$ cat src/rtl/iram_boot_loader.sv
// Boot loader for the 32-bit instruction RAM.
// Parses a framed byte stream (sync, 16-bit length, big-endian words, XOR checksum).
// Writes each word to IRAM from address 0 upward, and keeps the CPU stalled
// until a complete image with a valid checksum has been loaded.
module iram_boot_loader #(
  parameter int         ADDR_WIDTH  = 10,
  parameter int         MAX_WORDS   = 129,
  parameter logic [7:0] SYNC_BYTE   = 8'hA5,
  parameter int         TIMEOUT_CYC = 1000
) (
  input  logic                  clock,
  input  logic                  reset,
  input  logic                  start,
  input  logic [7:0]            rx_data,
  input  logic                  rx_valid,
  output logic                  rx_ready,
  output logic                  wr_en,
  output logic [ADDR_WIDTH-1:0] wr_addr,
  output logic [31:0]           wr_data,
  output logic                  cpu_hold,
  output logic                  load_done,
  output logic                  load_error,
  output logic [ADDR_WIDTH-1:0] word_count
);

  localparam int                  TO_W    = $clog2(TIMEOUT_CYC + 1);
  localparam logic [TO_W-1:0]     TO_LAST = TO_W'(TIMEOUT_CYC - 1);
  localparam logic [15:0]         MAX_LEN = 16'(MAX_WORDS);
  localparam logic [ADDR_WIDTH-1:0] ONE_A = ADDR_WIDTH'(1);

  typedef enum logic [2:0] {
    S_IDLE, S_SYNC, S_LEN_HI, S_LEN_LO, S_DATA, S_CHECK, S_DONE, S_ERROR
  } state_t;

  state_t                  state_q, state_d;
  logic [15:0]             len_q, len_d;
  logic [7:0]              csum_q, csum_d;
  logic [1:0]              bidx_q, bidx_d;
  logic [23:0]             asm_q, asm_d;      // first three bytes of the word in flight
  logic [TO_W-1:0]         tcnt_q, tcnt_d;
  logic                    wr_en_q, wr_en_d;
  logic [ADDR_WIDTH-1:0]   wr_addr_q, wr_addr_d;
  logic [31:0]             wr_data_q, wr_data_d;
  logic [ADDR_WIDTH-1:0]   wc_q, wc_d;

  logic                    accept;
  logic                    timed_state;
  logic [15:0]             len_full;
  logic [15:0]             wc_next16;

  assign rx_ready    = state_q inside {S_SYNC, S_LEN_HI, S_LEN_LO, S_DATA, S_CHECK};
  assign timed_state = state_q inside {S_LEN_HI, S_LEN_LO, S_DATA, S_CHECK};
  assign accept      = rx_valid & rx_ready;
  assign len_full    = {len_q[15:8], rx_data};
  assign wc_next16   = 16'(wc_q) + 16'd1;

  assign wr_en      = wr_en_q;
  assign wr_addr    = wr_addr_q;
  assign wr_data    = wr_data_q;
  assign word_count = wc_q;
  assign cpu_hold   = (state_q != S_DONE);
  assign load_done  = (state_q == S_DONE);
  assign load_error = (state_q == S_ERROR);

  // State and datapath registers; reset aborts any frame in flight
  always_ff @(posedge clock or negedge reset) begin
    if (!reset) begin
      state_q   <= S_IDLE;
      len_q     <= '0;
      csum_q    <= '0;
      bidx_q    <= '0;
      asm_q     <= '0;
      tcnt_q    <= '0;
      wr_en_q   <= 1'b0;
      wr_addr_q <= '0;
      wr_data_q <= '0;
      wc_q      <= '0;
    end else begin
      state_q   <= state_d;
      len_q     <= len_d;
      csum_q    <= csum_d;
      bidx_q    <= bidx_d;
      asm_q     <= asm_d;
      tcnt_q    <= tcnt_d;
      wr_en_q   <= wr_en_d;
      wr_addr_q <= wr_addr_d;
      wr_data_q <= wr_data_d;
      wc_q      <= wc_d;
    end
  end

  // Frame parser: next state, word assembly, IRAM write request and inter-byte timeout
  always_comb begin
    state_d   = state_q;
    len_d     = len_q;
    csum_d    = csum_q;
    bidx_d    = bidx_q;
    asm_d     = asm_q;
    tcnt_d    = tcnt_q;
    wr_en_d   = 1'b0;
    wr_addr_d = wr_addr_q;
    wr_data_d = wr_data_q;
    wc_d      = wc_q;

    case (state_q)
      S_IDLE, S_DONE, S_ERROR: begin
        if (start) begin
          state_d = S_SYNC;
          wc_d    = '0;
          csum_d  = '0;
          bidx_d  = '0;
          tcnt_d  = '0;
        end
      end
      S_SYNC: begin
        if (accept && (rx_data == SYNC_BYTE)) state_d = S_LEN_HI;
      end
      S_LEN_HI: begin
        if (accept) begin
          len_d   = {rx_data, 8'h00};
          csum_d  = csum_q ^ rx_data;
          state_d = S_LEN_LO;
        end
      end
      S_LEN_LO: begin
        if (accept) begin
          len_d  = len_full;
          csum_d = csum_q ^ rx_data;
          if ((len_full == 16'd0) || (len_full > MAX_LEN)) state_d = S_ERROR;
          else                                              state_d = S_DATA;
        end
      end
      S_DATA: begin
        if (accept) begin
          csum_d = csum_q ^ rx_data;
          bidx_d = bidx_q + 2'd1;
          asm_d  = {asm_q[15:0], rx_data};
          // Fourth byte completes a word: write it next cycle at the pre-increment count
          if (bidx_q == 2'd3) begin
            wr_en_d   = 1'b1;
            wr_addr_d = wc_q;
            wr_data_d = {asm_q, rx_data};
            wc_d      = wc_q + ONE_A;
            if (wc_next16 == len_q) state_d = S_CHECK;
          end
        end
      end
      S_CHECK: begin
        if (accept) state_d = (rx_data == csum_q) ? S_DONE : S_ERROR;
      end
      default: state_d = S_IDLE;
    endcase

    // Idle cycles between bytes are only bounded once the sync byte has been seen
    if (timed_state) begin
      if (accept) begin
        tcnt_d = '0;
      end else if (tcnt_q == TO_LAST) begin
        tcnt_d  = '0;
        state_d = S_ERROR;
      end else begin
        tcnt_d = tcnt_q + TO_W'(1);
      end
    end
  end

endmodule

$ cat config.mk
export PLATFORM = sky130hd
export DESIGN_NAME = iram_boot_loader
export DESIGN_NICKNAME = d
export VERILOG_FILES = /design/src/rtl/iram_boot_loader.sv
export SDC_FILE = /design/constraint.sdc
export NUM_CORES = 1
export LEC_CHECK = 0
export ABC_AREA = 1
export CORE_AREA = 2 2 152 109
export CTS_BUF_LIST = sky130_fd_sc_hd__clkbuf_16
export DETAILED_ROUTE_END_ITERATION = 12
export DIE_AREA = 0 0 154 111
export SLEW_MARGIN = 20
export SYNTH_ARGS = -nofsm -noshare
export SYNTH_HDL_FRONTEND = slang
export SYNTH_SLANG_ARGS = --single-unit
$ cat constraint.sdc
create_clock -name clock -period 2.75 [get_ports clock]
set_input_delay 0.275 -clock clock [delete_from_list [all_inputs] [get_ports clock]]
set_output_delay 0.275 -clock clock [all_outputs]
set_load 0.05 [all_outputs]
### Word-level counts from Yosys, hierarchy flattened

Index checks and enable logic that the tools add are counted.
Widths: inputs -> output; s select.

* add/subtract/negate cells: 4
* magnitude comparators: 1
* equal/unequal tests: 19
* muxes and demuxes: 34
* bitwise logic cells: 3
* reduce and logical (&&, ||, !) cells: 21

Operators by type and width (count)
* $mux 10: 7
* $mux 3: 11
* $pmux 16 s2: 1
* $mux 8: 3
* $add 10x1->10 const B: 2
* $pmux 10 s2: 1
* $pmux 3 s6: 1
* $eq 11x16->1: 1
* $gt 16x8->1 const B: 1
* $logic_not 16->1: 1
* $mux 16: 1
* $pmux 8 s2: 1
* $reduce_and 3->1: 5
* $eq 3x3->1 const B: 4
* $add 10x1->11 const B: 1
* $eq 10x10->1 const B: 1
* $reduce_bool 2->1: 5
* $eq 8x8->1: 1
* $eq 8x8->1 const B: 1
* $ne 2x2->1 const B: 4
* $xor 8x8->8: 1
* $eq 3x2->1 const B: 2
* $mux 2: 3
* $reduce_or 3->1: 2
* other kinds (16): 21

* register bits after elaboration: 116
* input bits: 12
* output and inout port bits: 57
* logic and storage cells: 93

### Logic depth before layout (Yosys ltp)

Gate-level depths: netlist of run 1.

* word-level depth: 9
* depth in mapped cells: 13

### Worst setup path after synthesis of run 1

Ideal clock, no wire load.

* path type: register to output
* start: register state_q[2]
* end: output cpu_hold
* data arrival time: 1.741 ns
* data required time: 2.475 ns
* slack: 0.734 ns
* stages on the path, launching flop included: 5
* cells stage by stage: dfrtp_1 -> buf_2 -> nand2_1 -> nor2_1 -> inv_1

* word-level cells in the longest chain between the ends: 1

RTL lines
* start: declaration: RTL line 35 `state_t state_q, state_d;`
* start signal: assignment: RTL line 79 `state_q <= state_d;`
* $ne 3x3->1: RTL line 61 `assign cpu_hold = (state_q != S_DONE);`
* end: declaration: RTL line 20 `output logic cpu_hold,`

Every way passes these cells.

### Worst setup path in the final report of run 1

* start: register state_q[1]
* end: register wr_data_q[4] (netlist: wr_data[4])

* word-level cells in the longest chain between the ends: 4
* elaborated cells between the ends (all ways): 8

RTL lines
* $eq 3x1->1 (tied with other cells): RTL line 51 `assign rx_ready = state_q inside {S_SYNC, S_LEN_HI, S_LEN_LO, S_DATA, S_CHECK};`
* $reduce_bool 5->1: RTL line 51
* $and 1x1->1: RTL line 53 `assign accept = rx_valid & rx_ready;`
* $reduce_and 3->1 (no line) (*)
* end signal: assignment: RTL line 87 `wr_data_q <= wr_data_d;`
* end: declaration: RTL line 43 `logic [31:0] wr_data_q, wr_data_d;`

Every way passes the cells marked *; elsewhere a longest branch is shown, timed or not.
A chain may end at the register's enable or synchronous reset.

==> impl_metrics.json, run 1 <==
{
  "fp.dieH_um": 111,
  "yosys-top-cells-area": "dfrtp_1, nand2_1, o21ai_0",
  "max-vdd-ir-drop_mv": 0.395,
  "start_util_pct": 34.0,
  "routed_via_density": 4.83,
  "cp_max_fo": 76,
  "die_w_um": 154,
  "die-area_sq_um": 17100,
  "final_core_util_pct": 43.8,
  "syn_inst": 639,
  "drive_gt1_share_pct": 7.69,
  "routed_wirelength_um": 13200,
  "switchingPower_w": 0.00193,
  "critPathRequiredTime_ns": 3.05,
  "fmax_mhz": 407,
  "async_reset_ff_share_pct": 100,
  "first_pass_iters": 5,
  "relSlewSlack_pct": 40.6,
  "vias": 4505,
  "yosys_warnings": 0,
  "p_int_w": 0.00414,
  "grtUsageTotal_pct": 16.3,
  "synthFlopType": "dfrtp_1",
  "synth_cell_types": 39,
  "seq_power_share_pct": 35.9,
  "grt_pass1_vias": 4361,
  "ios": 69,
  "rsz0062_at_grt": "no",
  "cts_tree": "yes",
  "synth-seq-area-share_pct": 53.9,
  "r2r-end": "wr_data[4]",
  "start_kind": "flip-flop",
  "pwr-share-clk_pct": 40.9,
  "h-tree-depth": 4,
  "tightest_slew_ns": 0.892,
  "cts_buffers": 17,
  "synth_area_sq_um": 5390,
  "layout_common_cells": "nand2_1, dfrtp_1, inv_1, o21ai_0, clkdlybuf4s50_1",
  "grt_max_degree": 77,
  "reg2reg_from": "state_q[1]",
  "r2r_cells": 7,
  "numClockSinks": 116,
  "root_buffer": "clkbuf_16",
  "finalNetCount": 732,
  "rrSetupSlack_ns": 0.30,
  "drt_iter0_markers": 374,
  "tns_ns": 0,
  "endpoint_kind": "flip-flop",
  "switching_share_pct": 31.8,
  "hold_path_class": "in -> async",
  "min_period_ns": 2.45,
  "drv_slew": 0,
  "drc_errors": 0,
  "layout_commonest_cell": "nand2_1",
  "max_cap_violations": 0,
  "grt_pass1_wl_um": 22000,
  "status": "finished, final reports clean",
  "antenna_found_initial": 0,
  "hold_viol": 0,
  "overflow": 0,
  "routedWlPerCell_um": 14.1,
  "p_leak_nw": 3.22,
  "numPortBuffers": 68,
  "placedCellCount": 900,
  "placed_cell_area_sq_um": 6270,
  "layout.cells.non_filler": 933,
  "place_congestion": 0.820,
  "clock_path_buffers": 2,
  "core_region_area_sq_um": 15900,
  "period_share_pct": 89.3,
  "ant_nets": 0,
  "worstPathArrival_ns": 2.76,
  "holdWs_ns": 0.461,
  "yosys.area.top_type": "dfrtp_1",
  "combPwrFrac_pct": 23.2,
  "antenna_cells": 0,
  "setup_violations": 0,
  "synthesis.nets": 656,
  "area_growth_pct": 29.0,
  "clkTransAtPathRegs_ns": 0.06,
  "synth_top_cell_area_share_pct": 53.9,
  "cts.repair.resized": 0,
  "num_rows": 39,
  "power_density_nw_per_um2": 873,
  "dpl.hpwl_um": 9390,
  "synth_seq_cells": 116,
  "synth_area_per_cell_sq_um": 8.43,
  "finalInstanceArea_sq_um": 6950,
  "clk_latency_ns": 0.42,
  "fin_worst_skew_ns": 0.00926,
  "synth_enable_flop_cells": 0,
  "critPathKind": "reg -> reg"
}
-- power groups by stage --
stage	Sequential [W]	Combinational [W]	Clock, W
2_1_floorplan	0.00215	0.00109	0
4_1_cts	0.00218	0.00141	0.00252
6_report	0.00218	0.00141	0.00248
3_5_place_dp	0.00220	0.00140	0
5_1_grt	0.00222	0.00158	0.00262
3_3_place_gp	0.00219	0.00136	0
-- state kept, by name, indices dropped and copies added (netlist names) --
register and count:
asm_q 24, bidx_q 2, wr_addr 10, tcnt_q 10, wr_data 32, word_count 10
csum_q 8, state_q 3, len_q 16, wr_en 1
-- how the worst max path moves through the flow --
| stage | slack [ns] | cells past startpoint | startpoint | to |
|---|---|---|---|---|
| floorplan | 0.73 | 4 | state_q[2] | cpu_hold |
| global route | 0.06 | 7 | state_q[1] | wr_data[15] |
| global placement | 0.70 | 5 | rx_valid | wr_data[4] |
| CTS | 0.36 | 5 | state_q[2] | rx_ready |
| finish | 0.30 | 7 | state_q[1] | wr_data[4] |
| detailed placement | 0.63 | 5 | rx_valid | wr_data[23] |
-- repair_timing --
item                                   4_1_cts  5_1_grt
endpoints found under the hold margin       50        0
hold buffers                                 1        0
setup buffers                                0        0
-- cell families (layout without fill, tap and decap cells) --
family / count (synthesis) / count (layout) / synth area share [%]
xor gates and xnor gates: 10 / 10 / 1.63
buffers and inverters: 98 / 187 / 7.30
and+or+nand+nor: 286 / 286 / 22.5
DFF: 116 / 116 / 53.9
AOI/OAI and AO/OA: 124 / 124 / 13.5
adders and majority gates: 5 / 5 / 1.16
-- cell usage after synthesis, types with 2 or more instances --
library cell,n
o22ai_1,18
nor2_1,33
dfrtp_1,116
a21oi_2,2
o21ai_0,80
ha_1,5
xor2_1,2
inv_1,79
o21bai_1,2
nand3_1,35
a21oi_1,3
o31ai_2,2
buf_4,2
xnor2_1,8
nor3_1,7
o21ai_1,2
clkbuf_1,7
nor2_8,2
nand2_1,196
nor2_2,2
nand2_2,3
nand4_1,2
o31ai_1,8
buf_2,8
-- final cells by class --
type,instances,area (sq um)
Fill cell,1534,8910
Sequential cell,116,2900
Multi-Input combinational cell,425,2090
Timing Repair Buffer,75,733
Clock buffer,17,425
Inverter,80,302
Tap cell,205,256
Clock inverter,15,238
-- worst max-delay path, stage by stage, from the launching register on --
cell and delay, ns:
dfrtp_1 0.46, inv_2 0.14, nand2_2 0.12, nor2_8 0.20, nand2_2 0.08, nor2_2 0.12, clkinv_2 0.65, o21ai_0 0.48
-- per-layer routing --
layer / track usage [%] / wire length [um]
met1: 23.2 / 6640
met2: 23.1 / 5660
met3: 6.02 / 771
met4: 4.86 / 114
met5: 0 / 0
-- stage by stage --
step	setup WS, ns	power [W]
after floorplan	0.734	0.00325
after global routing	0.0619	0.00642
after detailed placement	0.626	0.00360
after global placement	0.700	0.00355
final	0.295	0.00606
after CTS	0.365	0.00611
No activity file was read; power rests on OpenSTA's default activity.
==> inputs of run 2 (changes only) <==
--- a/config.mk
+++ b/config.mk
@@ -8,5 +8,4 @@
 export ABC_AREA = 1
 export CORE_AREA = 2 2 152 109
-export CTS_BUF_LIST = sky130_fd_sc_hd__clkbuf_16
 export DETAILED_ROUTE_END_ITERATION = 12
 export DIE_AREA = 0 0 154 111
==> constraint.sdc (replaced) <==
create_clock -name clock -period 2.75 [get_ports clock]
set_input_delay 0.4125 -clock clock [delete_from_list [all_inputs] [get_ports clock]]
set_output_delay 0.4125 -clock clock [all_outputs]
set_load 0.05 [all_outputs]
==> run 2 against run 1 <==
Net effect:
- sequential cell count did not move
- design area decreased by 1.2%
- count of clock-buffer cells in the layout unchanged
- routed wire length shrank 2.2%
- final cell count fell by 0.21%
- largest power group unchanged
- via count is 0.44% higher
- critical path depth shrank 2
==> impl_metrics.json, run 2 (synthesized netlist as in run 1, its figures left out) <==
{
  "grtUsageTotal_pct": 16.0,
  "r2r_cells": 7,
  "crit_path_end": "rx_ready",
  "worst_slack_ns": 0.256,
  "vias": 4525,
  "clkTransAtPathRegs_ns": 0.06,
  "layout_commonest_cell": "nand2_1",
  "drv_slew": 0,
  "switching_share_pct": 35.0,
  "overflow": 0,
  "regArea_sq_um": 2900,
  "drive_gt1_share_pct": 7.99,
  "p_leak_nw": 3.17,
  "cts_hold_buf": 0,
  "tns_ns": 0,
  "routedWlPerCell_um": 13.8,
  "largest_reg_flops": 32,
  "period_share_pct": 90.7,
  "fp.dieH_um": 111,
  "startpoint": "state_q[2]",
  "cts_buffers": 17,
  "clock_path_buffers": 2,
  "worstPathArrival_ns": 2.08,
  "critPathKind": "reg -> out",
  "finalNetCount": 730,
  "antenna_cells": 0,
  "nFillCells": 1507,
  "start_kind": "flip-flop",
  "fin_worst_skew_ns": 0.00915,
  "hold_viol": 0,
  "grt_pass1_wl_um": 21800,
  "relSlewSlack_pct": 40.8,
  "area_growth_pct": 27.4,
  "antenna_found_initial": 0,
  "busiest_layer": "met2",
  "fmax_mhz": 401,
  "routed_via_density": 4.86,
  "grt.met3_usage_pct": 4.89,
  "ios": 69,
  "drc_errors": 0,
  "switchingPower_w": 0.00201,
  "grt_pass1_vias": 4392,
  "setup_violations": 0,
  "dp_slack_ns": 0.450,
  "reg2reg_from": "state_q[1]",
  "dpl.hpwl_um": 9070,
  "h-tree-depth": 4,
  "routed_wirelength_um": 12900,
  "grt_max_degree": 77,
  "grt_util_met1_pct": 22.9,
  "r2r-end": "wr_data[12]",
  "cts_tree": "yes",
  "seq_power_share_pct": 37.9,
  "ant_nets": 0,
  "placed_cell_area_sq_um": 6280,
  "layout.cells.non_filler": 931,
  "rsz0062_at_grt": "no",
  "num_rows": 39,
  "tightest_slew_ns": 0.888,
  "critPathRequiredTime_ns": 2.34,
  "numPortBuffers": 68,
  "status": "finished, final reports clean",
  "min_period_ns": 2.49,
  "die-area_sq_um": 17100,
  "post_cts_buffers": 0,
  "hold_path_class": "in -> async",
  "endpoint_kind": "output pin",
  "placedCellCount": 899,
  "core_region_area_sq_um": 15900,
  "drt_iter0_markers": 371,
  "combPwrFrac_pct": 24.1,
  "layout_common_cells": "nand2_1, dfrtp_1, o21ai_0",
  "power_density_nw_per_um2": 835,
  "pwr-share-clk_pct": 38.0,
  "max_cap_violations": 0,
  "place_congestion": 0.848,
  "p_int_w": 0.00373,
  "clk_latency_ns": 0.42,
  "multi_input_area_sq_um": 2090,
  "cts.repair.resized": 0,
  "max-vdd-ir-drop_mv": 0.426,
  "final_core_util_pct": 43.3,
  "start_util_pct": 34.0,
  "die_w_um": 154,
  "rrSetupSlack_ns": 0.29,
  "root_buffer": "clkbuf_16",
  "numClockSinks": 116,
  "cp_max_fo": 8,
  "grt_use_met2_pct": 22.9,
  "finalInstanceArea_sq_um": 6860,
  "first_pass_iters": 5
}
## run 2: changes by cell type in the layout (fill, tap and decap cells not counted), sizes merged
cell	previous run	this run
buf	7	6
bufinv	6	1
clkinv	5	3
dlygate4sd3	1	0
inv	82	89
## run 2: per-layer routing
layer	wire length [um]	up-vias
met2	5600	125
li1	-	2221
met4	132	0
met5	0	-
met1	6300	2164
met3	856	15
## run 2: layout make-up
cell class                      count  share of cell area [%]
Sequential cell                   116                    42.3
Multi-Input combinational cell    425                    30.5
Timing Repair Buffer               73                    10.6
Clock buffer                       17                    6.20
Inverter                           80                    4.39
Tap cell                          205                    3.74
Clock inverter                     15                    2.30
## run 2: how the worst min path moves through the flow
stage           startpoint           to  slack [ns]
2_1_floorplan        reset     asm_q[0]        0.12
3_3_place_gp   wr_data[25]  wr_data[25]        0.46
3_5_place_dp   wr_data[27]  wr_data[27]        0.46
4_1_cts              reset   wr_data[0]        0.04
6_report             reset  wr_data[31]        0.02
5_1_grt              reset     len_q[0]        0.07
## run 2: power groups by stage
stage / Clock (W) / Sequential, W / Combinational, W
6_report: 0.00218 / 0.00217 / 0.00138
5_1_grt: 0.00230 / 0.00221 / 0.00159
4_1_cts: 0.00222 / 0.00217 / 0.00139
3_5_place_dp: 0 / 0.00220 / 0.00138
3_3_place_gp: 0 / 0.00219 / 0.00136
2_1_floorplan: 0 / 0.00215 / 0.00109
## run 2: critical path, stage by stage, from the launching register on
cell	delay (ns)
dfrtp_1	0.50
inv_1	0.13
nand2_1	0.10
inv_1	0.05
nor2_1	0.08
clkdlybuf4s50_1	0.80
## run 2: through the flow
stage	power [W]	hold slack, ns
after floorplan	0.00325	0.117
after global placement	0.00354	0.459
after global routing	0.00609	0.0694
after detailed placement	0.00358	0.459
final	0.00573	0.0183
after CTS	0.00579	0.0388
==> inputs of run 3 (changes only) <==
Settings changed: CORE_AREA 2 2 152 109 to 2 2 122 88, DIE_AREA 0 0 154 111 to 0 0 124 90, PLACE_DENSITY set to 0.78.
==> run 3 against run 2 <==
Net effect:
- fmax shrank 1.1%
- sequential share of layout area grew 0.81 points
- register-to-register slack is essentially flat
- die area shrank 35%
- core utilization grew 23 points
- routed wire length shrank 4.6%
- first-iteration DRC count grew 67%
- design area shrank 1.9%
- sequential cell count is the same
- clock skew grew 0.0022 ns
- power shrank 3.0%
- highest routed layer unchanged
==> impl_metrics.json, run 3 (synthesized netlist as in run 1, its figures left out) <==
{
  "status": "finished, final reports clean",
  "overflow": 0,
  "grt_pass1_vias": 4393,
  "finalNetCount": 730,
  "cpPeakStageDelay_ns": 0.81,
  "drive_gt1_share_pct": 7.17,
  "r2r_cells": 7,
  "cp_num_cells": 5,
  "clock_path_buffers": 2,
  "p_int_w": 0.00373,
  "num_rows": 31,
  "max_cap_violations": 0,
  "grt_max_degree": 83,
  "p_leak_nw": 3.16,
  "numClockSinks": 116,
  "layout_commonest_cell": "nand2_1",
  "switching_share_pct": 32.9,
  "post_cts_buffers": 0,
  "routed_via_density": 5.32,
  "numPortBuffers": 68,
  "h-tree-depth": 4,
  "endpoint_kind": "output pin",
  "hold_viol": 0,
  "vias": 4555,
  "setup_violations": 0,
  "final_core_util_pct": 66.8,
  "seq_power_share_pct": 39.2,
  "min_period_ns": 2.52,
  "die_w_um": 124,
  "area_growth_pct": 25.0,
  "switchingPower_w": 0.00183,
  "routedWlPerCell_um": 14.3,
  "largest_reg_flops": 32,
  "max-vdd-ir-drop_mv": 0.477,
  "combPwrFrac_pct": 25.1,
  "antenna_cells": 0,
  "multi_input_area_sq_um": 2090,
  "tightest_slew_ns": 0.862,
  "nFillCells": 794,
  "crit_path_end": "rx_ready",
  "routed_wirelength_um": 12300,
  "rrSetupSlack_ns": 0.30,
  "root_buffer": "clkbuf_16",
  "dpl.hpwl_um": 8280,
  "tns_ns": 0,
  "critPathTopFamily": "buffers and inverters",
  "die-area_sq_um": 11200,
  "dp_slack_ns": 0.540,
  "path_common_cell": "inv_1",
  "layout_common_cells": "nand2_1, dfrtp_1, o21ai_0",
  "period_share_pct": 91.7,
  "crit_chain": "inv_1 -> nand2_1 -> inv_1 -> nor2_1 -> clkdlybuf4s50_1",
  "crit_slowest_cell": "clkdlybuf4s50_1",
  "startpoint": "state_q[2]",
  "cts_buffers": 17,
  "first_pass_iters": 5,
  "fin_worst_skew_ns": 0.0113,
  "rsz0062_at_grt": "no",
  "fmax_mhz": 396,
  "worstPathArrival_ns": 2.11,
  "fp.dieH_um": 90,
  "clk_latency_ns": 0.41,
  "start_kind": "flip-flop",
  "critPathRequiredTime_ns": 2.34,
  "r2r-end": "wr_data[1]",
  "cts_tree": "yes",
  "power_density_nw_per_um2": 826,
  "drt_iter0_markers": 619,
  "ios": 69,
  "drc_errors": 0,
  "ant_nets": 0,
  "reg2reg_from": "state_q[1]",
  "start_util_pct": 53.4,
  "pwr-share-clk_pct": 35.7,
  "relSlewSlack_pct": 42.5,
  "regArea_sq_um": 2900,
  "cp_max_fo": 8,
  "grtUsageTotal_pct": 23.7,
  "grt_pass1_wl_um": 20600,
  "drv_slew": 0,
  "crit_buf_inv": 3,
  "worst_slack_ns": 0.227,
  "hold_path_class": "reg -> reg",
  "critPathKind": "reg -> out",
  "clkTransAtPathRegs_ns": 0.05,
  "place_congestion": 0.865,
  "antenna_found_initial": 0,
  "core_region_area_sq_um": 10100
}
-- run 3: cell count changes in the layout (fill, tap and decap cells not counted), sizes merged --
cell	change
buf	-1
clkinv	+2
clkbuf	+10
clkinvlp	-2
dlygate4sd3	+1
bufinv	-1
inv	-10
-- run 3: power by group through the flow --
stage	clock network, W	logic, W	registers [W]
after detailed placement	0	0.00136	0.00220
after global routing	0.00208	0.00156	0.00221
after floorplan	0	0.00109	0.00215
after global placement	0	0.00133	0.00218
after CTS	0.00201	0.00139	0.00217
final	0.00198	0.00140	0.00218
-- run 3: stage by stage --
stage	power, W	area (sq um)	std cells	hold WS (ns)
after global placement	0.00351	6180	825	0.386
final	0.00556	6730	857	0.466
after global routing	0.00585	6730	857	0.494
after CTS	0.00557	6730	857	0.470
after detailed placement	0.00356	6180	825	0.397
after floorplan	0.00325	5390	639	0.117
-- run 3: routing by layer --
| metal | vias up | track usage (%) | share of wire (%) |
|---|---|---|---|
| li1 | 2220 | - | - |
| met1 | 2166 | 34.3 | 47 |
| met2 | 153 | 35.5 | 46 |
| met3 | 16 | 5.77 | 6.0 |
| met4 | 0 | 7.21 | 1.1 |
| met5 | - | 0 | 0 |
-- run 3: area by class of cell --
class                           count  area share [%]
Sequential cell                   116            43.1
Clock buffer                       27            7.77
Timing Repair Buffer               73            10.9
Inverter                           80            4.48
Multi-Input combinational cell    425            31.0
Clock inverter                      4           0.297
Tap cell                          132            2.45
-- run 3: what timing repair did --
action | 4_1_cts | 5_1_grt
gates resized for setup | 0 | 0
endpoints found under the setup margin | 0 | 0
endpoints found under the hold margin | 34 | 0
hold buffers | 1 | 0
-- run 3: how the worst min path moves through the flow --
stage | startpoint | end | slack, ns | cells after the start
6_report | wr_data[24] | wr_data[24] | 0.47 | 2
5_1_grt | wr_data[30] | wr_data[30] | 0.49 | 2
4_1_cts | wr_data[24] | wr_data[24] | 0.47 | 2
3_5_place_dp | reset | wr_data[30] | 0.40 | 1
3_3_place_gp | reset | wr_data[30] | 0.39 | 1
2_1_floorplan | reset | asm_q[0] | 0.12 | 0
-- run 3: tightest hold or removal path, cell delays in order (launching register included) --
cell,delay (ns)
dfrtp_1,0.33
nand2_1,0.05
nand2_1,0.05
